`src/rtl/cpu_pkg.sv`:
```
// Shared types and constants for the fetch unit and its PC target calculator.
package cpu_pkg;

   // Control-transfer codes produced by the decoder
   typedef enum logic [1:0] {
      BR_NONE = 2'b00,
      BR_JUMP = 2'b01,
      BR_BEQ  = 2'b10,
      BR_BNE  = 2'b11
   } br_type_e;

   // Fetch sequencer states
   typedef enum logic [1:0] {
      ST_IDLE  = 2'b00,
      ST_FETCH = 2'b01,
      ST_EXEC  = 2'b10
   } fetch_state_e;

   // Byte distance between consecutive instructions
   localparam int unsigned PC_STEP = 4;

endpackage

```
`src/rtl/fetch_unit_if.sv`:
```
// Instruction-memory bus between the fetch unit (master) and memory/cache (slave).
// Handshake: the fetch unit holds PC and IMEM_READ steady while IMEM_BUSYWAIT
// is high; IMEM_INSTR is taken on the first rising edge of a read cycle with
// IMEM_BUSYWAIT low. IMEM_INSTR is meaningless whenever IMEM_BUSYWAIT is high.
interface fetch_unit_if #(
   parameter int PC_W    = 32,
   parameter int INSTR_W = 32
) ();
   logic [PC_W-1:0]    PC;
   logic               IMEM_READ;
   logic               IMEM_BUSYWAIT;
   logic [INSTR_W-1:0] IMEM_INSTR;

   modport master (
      output PC,
      output IMEM_READ,
      input  IMEM_BUSYWAIT,
      input  IMEM_INSTR
   );

   modport slave (
      input  PC,
      input  IMEM_READ,
      output IMEM_BUSYWAIT,
      output IMEM_INSTR
   );
endinterface

```
`src/rtl/pc_target_calc.sv`:
```
// Combinational next-PC selection: sequential step or PC-relative redirect.
module pc_target_calc
   import cpu_pkg::*;
#(
   parameter int PC_W     = 32,
   parameter int OFFSET_W = 8
) (
   input  logic [PC_W-1:0]     pc_i,
   input  logic [1:0]          br_type_i,
   input  logic                zero_i,
   input  logic [OFFSET_W-1:0] br_offset_i,
   output logic [PC_W-1:0]     next_pc_o
);

   logic [PC_W-1:0] seq_pc;
   logic [PC_W-1:0] offset_sext;
   logic [PC_W-1:0] target_pc;

   // Word offset is relative to the sequential PC; all sums wrap silently
   always_comb begin
      seq_pc      = pc_i + PC_W'(PC_STEP);
      offset_sext = {{(PC_W-OFFSET_W){br_offset_i[OFFSET_W-1]}}, br_offset_i};
      target_pc   = seq_pc + (offset_sext << 2);
   end

   // Pick redirect target when the branch condition holds
   always_comb begin
      next_pc_o = seq_pc;
      case (br_type_e'(br_type_i))
         BR_JUMP: next_pc_o = target_pc;
         BR_BEQ:  if (zero_i)  next_pc_o = target_pc;
         BR_BNE:  if (!zero_i) next_pc_o = target_pc;
         default: next_pc_o = seq_pc;
      endcase
   end

endmodule

```
`src/rtl/fetch_unit.sv`:
```
// Handshaked instruction fetch and PC control with retired-instruction count.
// One instruction is in flight at a time: IDLE -> FETCH -> EXEC -> FETCH ...
module fetch_unit
   import cpu_pkg::*;
#(
   parameter int PC_W     = 32,
   parameter int INSTR_W  = 32,
   parameter int OFFSET_W = 8,
   parameter int CNT_W    = 16
) (
   input  logic                CLK,
   input  logic                RESET,
   fetch_unit_if.master        imem,
   output logic [INSTR_W-1:0]  INSTR,
   output logic                INSTR_VALID,
   input  logic                STALL,
   input  logic [1:0]          BR_TYPE,
   input  logic                ZERO,
   input  logic [OFFSET_W-1:0] BR_OFFSET,
   output logic [CNT_W-1:0]    RETIRED,
   output fetch_state_e        STATE
);

   fetch_state_e       state_q, state_d;
   logic [PC_W-1:0]    pc_q, pc_d;
   logic               read_q, read_d;
   logic [INSTR_W-1:0] instr_q, instr_d;
   logic               valid_q, valid_d;
   logic [CNT_W-1:0]   retired_q, retired_d;
   logic [PC_W-1:0]    next_pc;

   pc_target_calc #(
      .PC_W     (PC_W),
      .OFFSET_W (OFFSET_W)
   ) u_pc_target_calc (
      .pc_i        (pc_q),
      .br_type_i   (BR_TYPE),
      .zero_i      (ZERO),
      .br_offset_i (BR_OFFSET),
      .next_pc_o   (next_pc)
   );

   // Next-state and registered-output logic; everything holds unless a state advances
   always_comb begin
      state_d   = state_q;
      pc_d      = pc_q;
      read_d    = read_q;
      instr_d   = instr_q;
      valid_d   = valid_q;
      retired_d = retired_q;
      case (state_q)
         ST_IDLE: begin
            read_d  = 1'b1;
            state_d = ST_FETCH;
         end
         ST_FETCH: begin
            if (!imem.IMEM_BUSYWAIT) begin
               instr_d = imem.IMEM_INSTR;
               valid_d = 1'b1;
               read_d  = 1'b0;
               state_d = ST_EXEC;
            end
         end
         ST_EXEC: begin
            if (!STALL) begin
               pc_d      = next_pc;
               valid_d   = 1'b0;
               read_d    = 1'b1;
               retired_d = retired_q + 1'b1;
               state_d   = ST_FETCH;
            end
         end
         default: begin
            state_d = ST_IDLE;
         end
      endcase
   end

   // State register; reset wins over every other condition on the same edge
   always_ff @(posedge CLK) begin
      if (RESET) begin
         state_q   <= ST_IDLE;
         pc_q      <= '0;
         read_q    <= 1'b0;
         instr_q   <= '0;
         valid_q   <= 1'b0;
         retired_q <= '0;
      end else begin
         state_q   <= state_d;
         pc_q      <= pc_d;
         read_q    <= read_d;
         instr_q   <= instr_d;
         valid_q   <= valid_d;
         retired_q <= retired_d;
      end
   end

   assign imem.PC        = pc_q;
   assign imem.IMEM_READ = read_q;
   assign INSTR          = instr_q;
   assign INSTR_VALID    = valid_q;
   assign RETIRED        = retired_q;
   assign STATE          = state_q;

endmodule

```
`src/flat_wrapper.sv`:
```
// flat-port wrapper written by rule: the top's interface ports become plain ports
module fetch_unit_flat import cpu_pkg::*;
#(
   parameter int PC_W     = 32,
   parameter int INSTR_W  = 32,
   parameter int OFFSET_W = 8,
   parameter int CNT_W    = 16
)
  (CLK, RESET, INSTR, INSTR_VALID, STALL, BR_TYPE, ZERO, BR_OFFSET, RETIRED, STATE, imem_PC, imem_IMEM_READ, imem_IMEM_BUSYWAIT, imem_IMEM_INSTR);
  fetch_unit_if #(.PC_W(PC_W), .INSTR_W(INSTR_W)) imem_i ();
  input  logic CLK;
  input  logic RESET;
  output logic [INSTR_W-1:0] INSTR;
  output logic INSTR_VALID;
  input  logic STALL;
  input  logic [1:0] BR_TYPE;
  input  logic ZERO;
  input  logic [OFFSET_W-1:0] BR_OFFSET;
  output logic [CNT_W-1:0] RETIRED;
  output fetch_state_e STATE;
  output wire logic [$bits(imem_i.PC)-1:0] imem_PC;
  output wire logic [$bits(imem_i.IMEM_READ)-1:0] imem_IMEM_READ;
  input wire logic [$bits(imem_i.IMEM_BUSYWAIT)-1:0] imem_IMEM_BUSYWAIT;
  input wire logic [$bits(imem_i.IMEM_INSTR)-1:0] imem_IMEM_INSTR;
  assign imem_PC = imem_i.PC;
  assign imem_IMEM_READ = imem_i.IMEM_READ;
  assign imem_i.IMEM_BUSYWAIT = imem_IMEM_BUSYWAIT;
  assign imem_i.IMEM_INSTR = imem_IMEM_INSTR;
  fetch_unit #(.PC_W(PC_W), .INSTR_W(INSTR_W), .OFFSET_W(OFFSET_W), .CNT_W(CNT_W)) u_core (.CLK(CLK), .RESET(RESET), .imem(imem_i), .INSTR(INSTR), .INSTR_VALID(INSTR_VALID), .STALL(STALL), .BR_TYPE(BR_TYPE), .ZERO(ZERO), .BR_OFFSET(BR_OFFSET), .RETIRED(RETIRED), .STATE(STATE));
endmodule
```
`config.mk`:
```
export PLATFORM = sky130hd
export DESIGN_NAME = fetch_unit_flat
export DESIGN_NICKNAME = d
export VERILOG_FILES = /design/src/rtl/cpu_pkg.sv /design/src/rtl/fetch_unit_if.sv /design/src/rtl/pc_target_calc.sv /design/src/rtl/fetch_unit.sv /design/src/flat_wrapper.sv
export SDC_FILE = /design/constraint.sdc
export NUM_CORES = 1
export LEC_CHECK = 0
export CAP_MARGIN = 10
export CELL_PAD_IN_SITES_DETAIL_PLACEMENT = 0
export CELL_PAD_IN_SITES_GLOBAL_PLACEMENT = 2
export CORE_UTILIZATION = 29
export CTS_CLUSTER_DIAMETER = 30
export DETAILED_ROUTE_END_ITERATION = 7
export HOLD_SLACK_MARGIN = 0.02
export PLACE_DENSITY_LB_ADDON = 0.1
export SYNTH_ARGS = -nofsm -noshare
export SYNTH_HDL_FRONTEND = slang
export SYNTH_SLANG_ARGS = --single-unit
```
`constraint.sdc`:
```
create_clock -name CLK -period 4.1 [get_ports CLK]
set_input_delay 0.82 -clock CLK [delete_from_list [all_inputs] [get_ports CLK]]
set_output_delay 0.82 -clock CLK [all_outputs]
set_load 0.05 [all_outputs]
```
After elaboration in Yosys (flattened, before gate mapping)
Cells that the tools add are included.

storage, ports and cells
  register bits after elaboration = 84
  output and inout bits = 84

operators by class
  add/subtract/negate cells = 3
  equality and inequality tests = 7
  mux-type cells = 12
  bitwise operators = 2
  reduce and logical (&&, ||, !) cells = 8

operators by type and width
  operator                                                               count
  32-bit case mux with 3 select lines                                    1
  32-bit 2-to-1 mux                                                      2
  32-bit by 3-bit adder with 32-bit output, second input constant        1
  32-bit adder                                                           1
  16-bit by 1-bit adder with 16-bit output, second input constant        1
  2-bit equality test, second input constant                             3
  2-bit case mux with 3 select lines                                     1
  2-bit AND reduction                                                    3
  3-bit AND reduction                                                    2
  2-bit by 1-bit equality test with 1-bit output, second input constant  2
  1-bit 2-to-1 mux                                                       4
  2-bit 2-to-1 mux                                                       2
  2-bit inequality test, second input constant                           2
  1-bit case mux with 3 select lines                                     1
  3-bit nonzero test                                                     1
  2-bit logical NOT                                                      1
  1-bit NOT                                                              2
  1-bit case mux with 2 select lines                                     1
  2-bit nonzero test                                                     1

Logic depth before layout (Yosys ltp)
Gate-level depths: netlist of the first run.

  depth in word-level cells = 4
  depth in mapped cells = 18
  depth with buffers taken out = 15

Hierarchy
Synthesis of the first run repeated with hierarchy kept, for this count alone.

second synthesis, totals
  cell total of the unflattened synthesis = 775
  area total of the unflattened synthesis = 5721.7 um^2

modules (own cells, without submodules)
  module          instances  cells each  area an instance (um^2)  seq. area each (um^2)
  fetch_unit      1          377         3026.7                   1681.6
  pc_target_calc  1          398         2695.1                   0.0

Least setup slack after synthesis of the first run
Ideal clock, no wire load.

  path type = register to register
  start point = register u_core.pc_q[4], in the netlist u_core.imem.PC[4]
  end point = register u_core.pc_q[31], in the netlist u_core.imem.PC[31]
  setup time = 0.091 ns
  data arrival time = 4.053 ns
  setup slack = -0.044 ns
  stages on the path, launching flop included = 17
  buffers on the path = 2
  path through = dfxtp_1 and4_1 buf_6 nand3_4 nor4b_4 nand3_1 xnor2_1 ha_1 or2_1 and3_4 o31ai_2 a21oi_1 or3_1 buf_1 a211o_1 and3_1 a311oi_1

on the way
  cells in the longest elaborated chain, start to end = 4

ends and longest elaborated chain
  item                                          RTL line                                    RTL
  start, declared                               fetch_unit.sv:25                            logic [PC_W-1:0] pc_q, pc_d;
  start signal, assigned                        fetch_unit.sv:90                            pc_q <= pc_d;
  32-bit by 3-bit adder with 32-bit output (*)  pc_target_calc.sv:21                        seq_pc = pc_i + PC_W'(PC_STEP);
  32-bit adder                                  pc_target_calc.sv:23                        target_pc = seq_pc + (offset_sext << 2);
  32-bit 2-to-1 mux, on equally long branches   pc_target_calc.sv:32, pc_target_calc.sv:31
  32-bit case mux with 3 select lines (*)       pc_target_calc.sv:29                        case (br_type_e'(br_type_i))

Every way passes the cells marked *; elsewhere a longest branch is shown, timed or not.
A chain may end at the register's enable or synchronous reset.

Worst setup path in the final report of the first run
Ends and elaborated chain as after synthesis.

==> results of run 1 <==
critical path, stage by stage (launching register included):
cell and delay [ns]:
dfxtp_2 0.40, and4_2 0.35, nand3_4 0.14, nor4b_4 0.36, nand3_2 0.18, xnor2_1 0.17
ha_1 0.28, a211o_1 0.30, and3_4 0.19, o31ai_2 0.20, a21oi_1 0.11, or3_1 0.44
nor4_1 0.28, a221oi_1 0.09, a311oi_1 0.24
state kept, by name, indices dropped and copies added, names as in the netlist:
| signal | flops |
|---|---|
| u_core.INSTR_VALID | 1 |
| u_core.STATE | 2 |
| u_core.RETIRED | 16 |
| u_core.imem.IMEM_READ | 1 |
| u_core.imem.PC | 30 |
| u_core.INSTR | 32 |
cell type report:
| class | instances | area, sq um | share of cell area, % |
|---|---|---|---|
| Inverter | 13 | 48.80 | 0.6260 |
| Timing Repair Buffer | 166 | 1574 | 20.19 |
| Sequential cell | 82 | 1649 | 21.16 |
| Tap cell | 260 | 325.3 | 4.173 |
| Clock buffer | 10 | 239.0 | 3.066 |
| Multi-Input combinational cell | 625 | 3887 | 49.87 |
| Clock inverter | 6 | 71.32 | 0.9149 |
logic make-up (layout without fill, tap and decap cells):
family                     after synthesis  count (layout)  synth area share [%]
and+or+nand+nor                        318             318                 26.47
AOI/OAI and AO/OA                      201             201                 21.70
DFF                                     82              82                 28.82
xor gates and xnor gates                59              59                 9.403
buffers and inverters                   53             195                 3.844
adders and majority gates               37              37                 8.260
muxes                                    8               8                 1.428
other                                    1               2               0.06584
stage by stage:
stage | util (%) | total power, mW | worst slack [ns]
after floorplan | - | 1.147 | 0.03311
after global placement | 39.31 | 1.326 | 0.1784
after detailed placement | 39.31 | 1.328 | 0.08353
after CTS | 40.94 | 2.210 | 0.1953
after global routing | 41.12 | 2.289 | 0.02523
final | 41.12 | 2.175 | 0.2893
report_power, final:
group / total, mW / internal [mW] / switching [mW] / leakage [nW]
Clock: 0.867 / 0.496 / 0.371 / 0.146
Combinational: 0.467 / 0.182 / 0.285 / 2.25
Sequential: 0.842 / 0.821 / 0.0203 / 0.668
per-layer routing:
metal	global-route usage, %	routed length (um)	vias to the layer above
li1	-	-	2958
met1	25.34	8972	2783
met2	32.12	9113	127
met3	3.600	917	20
met4	4.867	252	0
met5	0	0	-
layout by cell type (no fill, tap or decap), types with 6 or more instances in the layout:
cell type,instances
ha_1,36
nand4_1,11
a211oi_1,11
a311oi_1,8
nor3_1,17
or3_1,8
buf_4,37
dfxtp_1,76
nand3_1,19
mux2i_1,7
xnor2_1,30
o21ai_0,31
o211ai_1,7
inv_1,13
a21oi_1,89
and3_1,15
xor2_1,25
clkdlybuf4s50_1,127
nand3b_1,6
nand2_1,128
dfxtp_2,6
clkbuf_16,9
nor2_1,74
a21o_1,16
final timing paths:
| kind | end |
|---|---|
| max | u_core.imem.PC[31] |
| min | u_core.INSTR[7] |
| max reg2reg | u_core.imem.PC[31] |
| min reg2reg | u_core.INSTR[7] |
repair_timing:
item,CTS,global route
hold buffers,0,0
setup endpoints to repair,0,1
gates resized for setup,0,9
==> results.sh, run 1 <==
export IMPL_track_usage_pct=19.24
export IMPL_clockBufferDepth=2
export IMPL_first_iter_violations=222
export IMPL_worstHoldStart="u_core.INSTR[7]"
export IMPL_ant_nets=0
export IMPL_yosysSeqAreaShare_pct=28.82
export IMPL_r2r_setup_slack_ns=0.29
export IMPL_ys_top_cells_by_area="dfxtp_1 (29%), nand2_1 (8.5%), ha_1 (7.9%)"
export IMPL_worstPathArrival_ns=4.07
export IMPL_ys_flop_type="dfxtp_1"
export IMPL_cts_setup_buffers=0
export IMPL_leakage_nw=3.061
export IMPL_setup_viol_count_final=0
export IMPL_hp_class="reg2reg"
export IMPL_diodes=0
export IMPL_ff2ff_path_depth=14
export IMPL_ys_ff_latch=82
export IMPL_skew_ns=0.009249
export IMPL_clock_latency_ns=0.35
export IMPL_tns_ns=0
export IMPL_dieArea_sq_um=20200
export IMPL_via_count=5888
export IMPL_status="completed"
export IMPL_wirelength_um=19260
export IMPL_synth_top_cell_area_share_pct=28.82
export IMPL_avgSynthCellArea_sq_um=7.504
export IMPL_cp_startpoint="u_core.imem.PC[4]"
export IMPL_slew_violations=0
export IMPL_ys_async_sr_fraction_pct=0
export IMPL_syn_instance_count=759
export IMPL_synth_warnings=0
export IMPL_synth_top_area_cell="dfxtp_1"
export IMPL_final_cells=1162
export IMPL_antenna_found_initial=0
export IMPL_fill_cells=1990
export IMPL_start_util_pct=30.05
export IMPL_dpl_hpwl_um=14470
export IMPL_r2r_start="u_core.imem.PC[4]"
export IMPL_grt_pass1_wl_um=30420
export IMPL_grt_max_degree=42
export IMPL_timing_hold_ws_ns=0.4530
export IMPL_cts_tree="yes"
export IMPL_clock_fmax_mhz=262.4
export IMPL_path_max_fanout=8
export IMPL_fp_dieW_um=142.1
export IMPL_h_tree_depth=3
export IMPL_final_area_sq_um=7795
export IMPL_place_area_sq_um=7451
export IMPL_critPathCaptureType="register"
export IMPL_clock_sinks=82
export IMPL_worstSetupStartpointType="register"
export IMPL_synth_commonest_cells="nand2_1 (129), a21oi_1 (89), dfxtp_1 (82), nor2_1 (75), ha_1 (36)"
export IMPL_rows=50
export IMPL_clkTransAtPathRegs_ns=0.07
export IMPL_dieHeight_um=142.1
export IMPL_timing_final_crit_share_pct=92.95
export IMPL_wl_per_cell_um=16.57
export IMPL_hold_depth=2
export IMPL_final_nets=981
export IMPL_viasPerCell=5.067
export IMPL_crit_type="reg2reg"
export IMPL_gp_congestion=0.9576
export IMPL_gr_total_overflow=0
export IMPL_cp_required_ns=4.36
export IMPL_slew_headroom_pct=42.93
export IMPL_layout_drive_gt1_share_pct=9.202
export IMPL_portBuffers=128
export IMPL_numCtsBuffers=9
export IMPL_syn_to_final_growth_pct=36.86
export IMPL_max_slew_worst_pin_slew_ns=0.8560
export IMPL_synth_area_sq_um=5695
export IMPL_peakVddDrop_mv=0.1858
export IMPL_yosysUniqueCellTypes=65
export IMPL_dr_pass1_iters=4
export IMPL_yosysMostFrequentCell="nand2_1"
export IMPL_rsz0062_at_grt="no"
export IMPL_core_area_sq_um=18960
export IMPL_ios=131
export IMPL_synth_edf_count=0
export IMPL_finalCriticalPeriod_ns=3.811
export IMPL_drv_cap=0
export IMPL_root_buffer="clkbuf_16"
export IMPL_grt_pass1_vias=5685
export IMPL_route_detailed_drc=0
export IMPL_placedCellCount=1146
export IMPL_finalHoldViolCount=0
export IMPL_power_density_nw_per_um2=279.1
(Power assumes the default switching activity.)
==> run 2, diff against run 1 <==
--- a/config.mk
+++ b/config.mk
@@ -8,6 +8,7 @@
 export CAP_MARGIN = 10
 export CELL_PAD_IN_SITES_DETAIL_PLACEMENT = 0
 export CELL_PAD_IN_SITES_GLOBAL_PLACEMENT = 2
+export CORE_ASPECT_RATIO = 1.4
 export CORE_UTILIZATION = 29
 export CTS_CLUSTER_DIAMETER = 30
 export DETAILED_ROUTE_END_ITERATION = 7
==> constraint.sdc (replaced) <==
create_clock -name CLK -period 3.7 [get_ports CLK]
set_input_delay 0.74 -clock CLK [delete_from_list [all_inputs] [get_ports CLK]]
set_output_delay 0.74 -clock CLK [all_outputs]
set_load 0.05 [all_outputs]
==> run 2 against run 1 <==
  * Utilization rose by 1.9 points
  * Clock skew down 0.00053 ns
  * Combinational power is 18% higher
  * Sequential share of layout area decreased by 0.61 points
  * Register-to-register slack worse by 0.15 ns
  * Global-route usage grew 0.15 points
  * Wire length up 1.5%
  * Total power grew 8.8%
  * Worst setup slack got worse by 0.15 ns
  * Non-clock buffer count rose by 41
  * Final area increased by 6.2%
==> results.sh, run 2 (synthesis results as in run 1) <==
export IMPL_r2r_end="u_core.imem.PC[31]"
export IMPL_clkTransAtPathRegs_ns=0.07
export IMPL_dieHeight_um=167.8
export IMPL_viasPerCell=5.085
export IMPL_via_count=6056
export IMPL_clock_fmax_mhz=280.6
export IMPL_worstHoldStart="u_core.INSTR[11]"
export IMPL_hold_path_end="u_core.INSTR[11]"
export IMPL_core_area_sq_um=19220
export IMPL_syn_to_final_growth_pct=45.32
export IMPL_final_nets=1022
export IMPL_first_iter_violations=293
export IMPL_rows=60
export IMPL_drv_cap=0
export IMPL_route_detailed_drc=0
export IMPL_rsz0062_at_grt="yes"
export IMPL_dpl_hpwl_um=14780
export IMPL_crit_path_max_incr_delay_ns=0.43
export IMPL_setup_ws_ns=0.1359
export IMPL_wl_per_cell_um=16.42
export IMPL_r2r_setup_slack_ns=0.14
export IMPL_cts_hold_buffers_added=0
export IMPL_status="completed"
export IMPL_peakVddDrop_mv=0.2074
export IMPL_layout_common_cells="nand2_1 (127), clkdlybuf4s50_1 (127), a21oi_1 (86)"
export IMPL_max_slew_worst_pin_slew_ns=0.8604
export IMPL_numCtsBuffers=9
export IMPL_crit_path_cell_trace="and4_4, nand3_4, nor4b_4, nand3_2, xnor2_2, ha_1, or2_4, and3_4, o31ai_4, a21oi_2, or3_4, a211o_1, and3_1, a311oi_2"
export IMPL_wirelength_um=19550
export IMPL_diodes=0
export IMPL_clock_sinks=82
export IMPL_layout_drive_gt1_share_pct=16.76
export IMPL_grt_pass1_vias=5850
export IMPL_cp_required_ns=3.96
export IMPL_crit_type="reg2reg"
export IMPL_ios=131
export IMPL_worstSetupStartpointType="register"
export IMPL_cp_slowest_cell="or3_4"
export IMPL_grt_pass1_wl_um=31040
export IMPL_portBuffers=128
export IMPL_clock_latency_ns=0.35
export IMPL_dr_pass1_iters=5
export IMPL_ant_nets=0
export IMPL_finalHoldViolCount=0
export IMPL_hp_class="reg2reg"
export IMPL_worstPathArrival_ns=3.83
export IMPL_gp_congestion=0.8851
export IMPL_tns_ns=0
export IMPL_slew_headroom_pct=42.64
export IMPL_finalCriticalPeriod_ns=3.564
export IMPL_antenna_found_initial=0
export IMPL_ff2ff_path_depth=14
export IMPL_timing_hold_ws_ns=0.4549
export IMPL_cts_tree="yes"
export IMPL_largest_reg_flops=32
export IMPL_slew_violations=0
export IMPL_leakage_nw=3.344
export IMPL_pre_cts_slack_ns=0.005987
export IMPL_dieArea_sq_um=20210
export IMPL_h_tree_depth=3
export IMPL_gr_total_overflow=0
export IMPL_r2r_start="u_core.imem.PC[4]"
export IMPL_grt_max_degree=38
export IMPL_hold_depth=2
export IMPL_fp_dieW_um=120.4
export IMPL_timing_final_crit_share_pct=96.33
export IMPL_root_buffer="clkbuf_16"
export IMPL_path_max_fanout=6
export IMPL_cp_startpoint="u_core.imem.PC[4]"
export IMPL_clockBufferDepth=2
export IMPL_track_usage_pct=19.39
export IMPL_power_density_nw_per_um2=286.0
export IMPL_start_util_pct=29.64
export IMPL_setup_viol_count_final=0
export IMPL_skew_ns=0.008718
export IMPL_critPathCaptureType="register"
run 2: stage by stage:
stage / cell area [sq um] / cells / total power, mW / util [%]
5_1_grt: 8277 / 1191 / 2.483 / 43.07
3_5_place_dp: 7818 / 1172 / 1.486 / 40.68
2_1_floorplan: 5777 / 760 / 1.264 / -
6_report: 8277 / 1191 / 2.367 / 43.07
4_1_cts: 8099 / 1188 / 2.397 / 42.14
3_3_place_gp: 7818 / 1172 / 1.483 / 40.68
run 2: final cells by class:
type | count | area, sq um
Clock inverter | 7 | 55.05
Inverter | 13 | 48.80
Multi-Input combinational cell | 625 | 4018
Clock buffer | 9 | 225.2
Fill cell | 1997 | 10940
Timing Repair Buffer | 207 | 1919
Sequential cell | 82 | 1700
Tap cell | 248 | 310.3
run 2: worst max-delay path by stage:
stage                         end
3_5_place_dp   u_core.imem.PC[30]
5_1_grt        u_core.imem.PC[31]
6_report       u_core.imem.PC[31]
2_1_floorplan  u_core.imem.PC[31]
4_1_cts        u_core.imem.PC[31]
3_3_place_gp   u_core.imem.PC[31]
run 2: report_power, final:
group	switching (mW)	leakage [nW]	internal, mW	total [mW]
Combinational	0.325	2.52	0.224	0.549
Clock	0.425	0.143	0.467	0.893
Sequential	0.0225	0.679	0.903	0.925
run 2: what timing repair did:
| item | 4_1_cts | 5_1_grt |
|---|---|---|
| resized for setup | 1 | 29 |
| endpoints found under the setup margin | 1 | 5 |
| pin swaps | 0 | 10 |
| setup buffers | 0 | 3 |
run 2: per-layer routing:
layer | global-route usage (%) | vias up | part of all wire [%] | wire, um
met5 | 0 | - | 0 | 0
met4 | 6.817 | 0 | 2.0 | 388
met3 | 3.320 | 24 | 4.5 | 884
met2 | 33.98 | 144 | 50 | 9769
met1 | 23.60 | 2828 | 44 | 8508
li1 | - | 3060 | - | -
run 2: worst max-delay path, delay by kind of cell, from the launching register on:
| kind | cells | cell delay (ns) |
|---|---|---|
| fa+ha+maj | 1 | 0.30 |
| compound gates | 4 | 0.73 |
| simple gates | 8 | 1.95 |
| flops | 1 | 0.34 |
| xor+xnor | 1 | 0.16 |
